### src/rtl/vga_sync_gen_pkg.sv
// Shared VGA 640x480@60 timing defaults and small decode helpers for vga_sync_gen and overlay layers.
// The optional frame counter is enabled by defining VGA_SYNC_FRAME_CNT_EN.
package vga_sync_gen_pkg;

    localparam int CNT_W       = 10;
    localparam int FRAME_CNT_W = 16;

    localparam int CLK_DIV     = 4;
    localparam int H_TOTAL     = 800;
    localparam int H_SYNC_END  = 96;
    localparam int H_ACT_START = 144;
    localparam int H_ACT_END   = 784;
    localparam int V_TOTAL     = 525;
    localparam int V_SYNC_END  = 2;
    localparam int V_ACT_START = 35;
    localparam int V_ACT_END   = 515;

    // Origin of the visible window in raster coordinates, used by overlay controllers.
    localparam int ACTIVE_X0   = H_ACT_START;
    localparam int ACTIVE_Y0   = V_ACT_START;

    // Half-open window test: lo <= val < hi.
    function automatic logic in_window(
        input logic [CNT_W-1:0] val,
        input logic [CNT_W-1:0] lo,
        input logic [CNT_W-1:0] hi
    );
        return (val >= lo) && (val < hi);
    endfunction

endpackage

### src/rtl/vga_pix_div.sv
// Pixel-rate divider: counts system clocks 0..CLK_DIV-1 and flags the advancing cycle.
// adv is the combinational advance strobe; pix_tick is its registered copy on the same edge.
module vga_pix_div
    import vga_sync_gen_pkg::*;
#(
    parameter int CLK_DIV = vga_sync_gen_pkg::CLK_DIV
) (
    input  logic clk,
    input  logic rst,
    output logic adv,
    output logic pix_tick
);

    localparam int DIV_W = (CLK_DIV > 2) ? $clog2(CLK_DIV) : 1;

    logic [DIV_W-1:0] div_q;
    logic [DIV_W-1:0] div_d;
    logic             pix_tick_q;

    assign adv      = (div_q == DIV_W'(CLK_DIV - 1));
    assign pix_tick = pix_tick_q;

    // Next divider value: wrap on the advancing cycle.
    always_comb begin
        div_d = div_q;
        if (adv) begin
            div_d = '0;
        end else begin
            div_d = div_q + 1'b1;
        end
    end

    // Divider and tick registers.
    always_ff @(posedge clk) begin
        if (rst) begin
            div_q      <= '0;
            pix_tick_q <= 1'b0;
        end else begin
            div_q      <= div_d;
            pix_tick_q <= adv;
        end
    end

endmodule

### src/rtl/vga_sync_gen.sv
// VGA raster timing generator: h/v counters, registered sync/bright decode, frame pulse.
// Define VGA_SYNC_FRAME_CNT_EN to add the 16-bit frame_cnt output.
module vga_sync_gen
    import vga_sync_gen_pkg::*;
#(
    parameter int CLK_DIV     = vga_sync_gen_pkg::CLK_DIV,
    parameter int H_TOTAL     = vga_sync_gen_pkg::H_TOTAL,
    parameter int H_SYNC_END  = vga_sync_gen_pkg::H_SYNC_END,
    parameter int H_ACT_START = vga_sync_gen_pkg::H_ACT_START,
    parameter int H_ACT_END   = vga_sync_gen_pkg::H_ACT_END,
    parameter int V_TOTAL     = vga_sync_gen_pkg::V_TOTAL,
    parameter int V_SYNC_END  = vga_sync_gen_pkg::V_SYNC_END,
    parameter int V_ACT_START = vga_sync_gen_pkg::V_ACT_START,
    parameter int V_ACT_END   = vga_sync_gen_pkg::V_ACT_END
) (
    input  logic             clk,
    input  logic             rst,
    output logic [CNT_W-1:0] hCount,
    output logic [CNT_W-1:0] vCount,
    output logic             bright,
    output logic             hSync,
    output logic             vSync,
    output logic             pix_tick,
    output logic             frame_start
`ifdef VGA_SYNC_FRAME_CNT_EN
    ,
    output logic [FRAME_CNT_W-1:0] frame_cnt
`endif
);

    if (H_TOTAL > 1024 || V_TOTAL > 1024) begin : g_size_chk
        $error("vga_sync_gen: H_TOTAL and V_TOTAL must be <= 1024");
    end
    if (CLK_DIV < 2) begin : g_div_chk
        $error("vga_sync_gen: CLK_DIV must be >= 2");
    end

    logic             adv;
    logic [CNT_W-1:0] h_q, h_d;
    logic [CNT_W-1:0] v_q, v_d;
    logic             bright_q, bright_d;
    logic             hsync_q, hsync_d;
    logic             vsync_q, vsync_d;
    logic             frame_start_q, frame_start_d;

    vga_pix_div #(
        .CLK_DIV (CLK_DIV)
    ) u_pix_div (
        .clk      (clk),
        .rst      (rst),
        .adv      (adv),
        .pix_tick (pix_tick)
    );

    // Next counts, and decode from those next counts so outputs move with zero skew.
    always_comb begin
        h_d           = h_q;
        v_d           = v_q;
        frame_start_d = 1'b0;
        if (adv) begin
            if (h_q == CNT_W'(H_TOTAL - 1)) begin
                h_d = '0;
                if (v_q == CNT_W'(V_TOTAL - 1)) begin
                    v_d           = '0;
                    frame_start_d = 1'b1;
                end else begin
                    v_d = v_q + 1'b1;
                end
            end else begin
                h_d = h_q + 1'b1;
            end
        end else begin
            h_d = h_q;
        end
        hsync_d  = (h_d >= CNT_W'(H_SYNC_END));
        vsync_d  = (v_d >= CNT_W'(V_SYNC_END));
        bright_d = in_window(h_d, CNT_W'(H_ACT_START), CNT_W'(H_ACT_END)) &&
                   in_window(v_d, CNT_W'(V_ACT_START), CNT_W'(V_ACT_END));
    end

    // Counter and decoded-output registers.
    always_ff @(posedge clk) begin
        if (rst) begin
            h_q           <= '0;
            v_q           <= '0;
            bright_q      <= 1'b0;
            hsync_q       <= 1'b0;
            vsync_q       <= 1'b0;
            frame_start_q <= 1'b0;
        end else begin
            h_q           <= h_d;
            v_q           <= v_d;
            bright_q      <= bright_d;
            hsync_q       <= hsync_d;
            vsync_q       <= vsync_d;
            frame_start_q <= frame_start_d;
        end
    end

`ifdef VGA_SYNC_FRAME_CNT_EN
    logic [FRAME_CNT_W-1:0] frame_cnt_q, frame_cnt_d;

    // Frame counter steps on each frame pulse and wraps naturally.
    always_comb begin
        frame_cnt_d = frame_cnt_q;
        if (frame_start_d) begin
            frame_cnt_d = frame_cnt_q + 16'd1;
        end else begin
            frame_cnt_d = frame_cnt_q;
        end
    end

    // Frame counter register.
    always_ff @(posedge clk) begin
        if (rst) begin
            frame_cnt_q <= '0;
        end else begin
            frame_cnt_q <= frame_cnt_d;
        end
    end

    assign frame_cnt = frame_cnt_q;
`endif

    assign hCount      = h_q;
    assign vCount      = v_q;
    assign bright      = bright_q;
    assign hSync       = hsync_q;
    assign vSync       = vsync_q;
    assign frame_start = frame_start_q;

endmodule

### config.mk
export PLATFORM = sky130hd
export DESIGN_NAME = vga_sync_gen
export DESIGN_NICKNAME = d
export VERILOG_FILES = /design/src/rtl/vga_sync_gen_pkg.sv /design/src/rtl/vga_pix_div.sv /design/src/rtl/vga_sync_gen.sv
export SDC_FILE = /design/constraint.sdc
export NUM_CORES = 1
export LEC_CHECK = 0
export ABC_AREA = 1
export CAP_MARGIN = 20
export CORE_UTILIZATION = 54
export CTS_BUF_LIST = sky130_fd_sc_hd__clkbuf_2 sky130_fd_sc_hd__clkbuf_4 sky130_fd_sc_hd__clkbuf_8
export DETAILED_ROUTE_END_ITERATION = 6
export GPL_TIMING_DRIVEN = 0
export PLACE_DENSITY_LB_ADDON = 0.25
export SYNTH_ARGS = -nofsm -noshare
export SYNTH_HDL_FRONTEND = slang
export SYNTH_SLANG_ARGS = --single-unit
### constraint.sdc
create_clock -name clk -period 2.23 [get_ports clk]
set_input_delay 0.3345 -clock clk [delete_from_list [all_inputs] [get_ports clk]]
set_output_delay 0.3345 -clock clk [all_outputs]
set_load 0.01 [all_outputs]
==> results.md <==
- Status: complete, no violations
- Die X: 56.1 um
- CP Data Arrival Time: 2240 ps
- Cell Pwr Density: 388 mW/mm2
- Syn Nets: 260
- Fraction of registers with async set/reset: 0%
- Slew margin rel.: 64.9%
- Critical path launch point type: register
- Post-synthesis register bit count: 27
- CTS root buf: clkbuf_4
- Net count, final: 291
- Vias post-DR: 1,598
- Final Hold Fails: 0
- Die Height: 56.1 um
- Leakage power: 0.000883 uW
- Setup Crit Path Kind: reg -> reg
- Worst Hold Class: reg -> reg
- Number of routed nets with antenna violations: 0
- First-pass GRT wire length: 5600 um
- Min Hold Slack: 431 ps
- Post-Route WL: 3360 um
- DRC viols: 0
- Area Growth Syn to Fin: 21.3%
- Largest net degree at the start of global routing: 15
- IO Pins: 27
- Fillers: 264
- CP cell instances: ha_1, nand2_2, nor2_4, inv_2, nor2_4, buf_6, nand2_1, nand2_1, nand2_1, nor2_1, nand3_1, nand2_1, inv_1, nor2_1
- CTS sink cnt: 27
- Routed length per instance: 10.7 um
- TritonCTS clock tree: yes
- DP Worst Slack: 288 ps
- Register Area: 541 um2
- Routability congestion estimate: 0.841
- RSZ-0062 raised after global routing: no
- Starting density of the core: 57.4%
- Hpwl dp: 2650 um
- Slowest stage delay, CP: 360 ps
- Maximum vdd drop: 0.302 mV
- Multi-input logic area: 881 um2
- Worst setup EP type: register
- Main synth FF type: dfxtp_1
- Initial antenna violation count: 0
- Vias in the first global route: 1,294
- Synth Warn #: 0
- Pwr Total: 744 uW
- Finish-stage setup viols: 0
- CP Data Required Time: 2490 ps
- 1st-iter DRT viols: 60
- Slack of the critical path: 259 ps
- Htree depth: 1
- Area leader, netlist: dfxtp_1
- CP most frequent cell: nand2_1
- Crit-path slowest cell: dfxtp_1
- Tcrit/Tclk final: 88.4%
- Vias per cell: 5.07
- Unique cell type count in the Yosys netlist: 24
- Area contributors post-synth: dfxtp_1 (34%), nand2_1 (18%), nor2_1 (9.5%), nand3_1 (8.9%), inv_1 (8.8%)
- EDFF count, synth: 0
- Register area share after synthesis: 34.2%
- Placeable Area: 0.00276 mm2
- Max cap viols: 0
- Die Area: 0.00315 mm2
- Layout cell share with drive strength beyond 1: 6.69%
- Reg clk slew, reported paths: 140 ps
- Crit path max fanout: 10
- Top-area cell type share of the netlist area: 34.2%
- Gr usage total: 22.1%
- Drt first pass iters: 4
- CTS Buffer Depth: 2
- Layout Skew: 3.46 ps
- Number of inserted diodes: 0
- PortBufs: 26
- Num CTS Buffers: 3
- Row cnt: 19
- Cell Area, Synth: 0.00158 mm2
- Worst-Margin Slew: 527 ps
- Final min period: 1970 ps
- Synth Area per Inst: 6.23 um2
- Clock latency on the worst-skew pair: 320 ps
- Fmax: 0.507 GHz
- Total gr overflow: 0
- Fin. max-slew vios: 0
- Setup TNS Final: 0 ps
- Syn Inst Count: 254
==> worst max-delay path: cells and delay by family, from the launching register on <==
family                   cells  cell delay [ps]
AND/OR/NAND/NOR             10             1030
flip-flops                   1              360
adder cells (fa/ha/maj)      1              270
buffers and inverters        3              240
==> power breakdown <==
group	leakage, uW	internal [uW]	switching (uW)
logic	0.000647	11.5	22.2
clock network	0.0000184	82.0	136
registers	0.000218	489	3.25
==> through the flow <==
step           area, um2  instances  util [%]
2_1_floorplan       1580        254         -
3_3_place_gp        1880        311      68.2
3_5_place_dp        1880        311      68.2
4_1_cts             1910        315      69.3
5_1_grt             1920        315      69.6
6_report            1920        315      69.6
==> what timing repair did <==
item	4_1_cts	5_1_grt
buffers inserted	0	0
gates resized for setup	0	2
setup endpoints to repair	0	1
hold buffers	0	0
==> state kept, by name, summed over array words and instances (netlist names) <==
register	flops
vSync	1
u_pix_div.pix_tick	1
bright	1
hCount	10
u_pix_div.div_q	2
frame_start	1
hSync	1
vCount	10
==> placed cells by master, fill, tap and decap left out, types with 2 or more instances in the layout <==
master            n
nand2_1          74
nor2_1           39
inv_1            37
nand3_1          28
dfxtp_1          27
clkdlybuf4s50_1  26
a21oi_1           6
nand4_1           5
o21ai_0           5
nor3_1            4
ha_1              4
clkbuf_4          4
clkbuf_1          3
nand3_2           3
xor2_1            2
nor2_2            2
inv_2             2
nor2_4            2
nor3_2            2
o21ai_1           2
nor4_1            2
==> cells in the mapped netlist (3+ instances only) <==
cell	number
nand2_1	74
nor2_1	40
inv_1	37
nand3_1	28
dfxtp_1	27
a21oi_1	6
nand4_1	5
nor3_1	5
o21ai_0	5
ha_1	4
clkbuf_1	3
nand3_2	3
==> logic make-up after synthesis <==
logic type                 Yosys count  synth area share [%]
AOI/OAI and AO/OA                   15                  5.14
and+or+nand+nor                    163                  45.8
adders and majority gates            4                  3.16
DFF                                 27                  34.2
buffers and inverters               43                  10.7
xor gates and xnor gates             2                  1.11
==> final timing paths <==
| path | startpoint | end | slack (ps) | cells past startpoint |
|---|---|---|---|---|
| worst max register to register | u_pix_div.div_q[0] | bright | 260 | 14 |
| worst min register to register | u_pix_div.div_q[0] | u_pix_div.div_q[0] | 430 | 1 |
| worst min-delay path | u_pix_div.div_q[0] | u_pix_div.div_q[0] | 430 | 1 |
| worst max-delay path | u_pix_div.div_q[0] | bright | 260 | 14 |
==> metal layers <==
layer / track usage, % / wire (um) / vias up
li1: - / - / 858
met1: 33.6 / 1740 / 695
met2: 33.3 / 1440 / 41
met3: 2.09 / 142 / 4
met4: 6.27 / 29 / 0
met5: 0 / 0 / -
==> layout make-up <==
type	count	share of cell area, %
multi-input combinational	184	45.9
timing repair buffer	26	13.6
tap	31	2.02
buffer	4	1.17
clock buffer	4	1.56
sequential	27	28.2
inverter	39	7.63
Note: power is estimated with default switching activity, not from simulation.
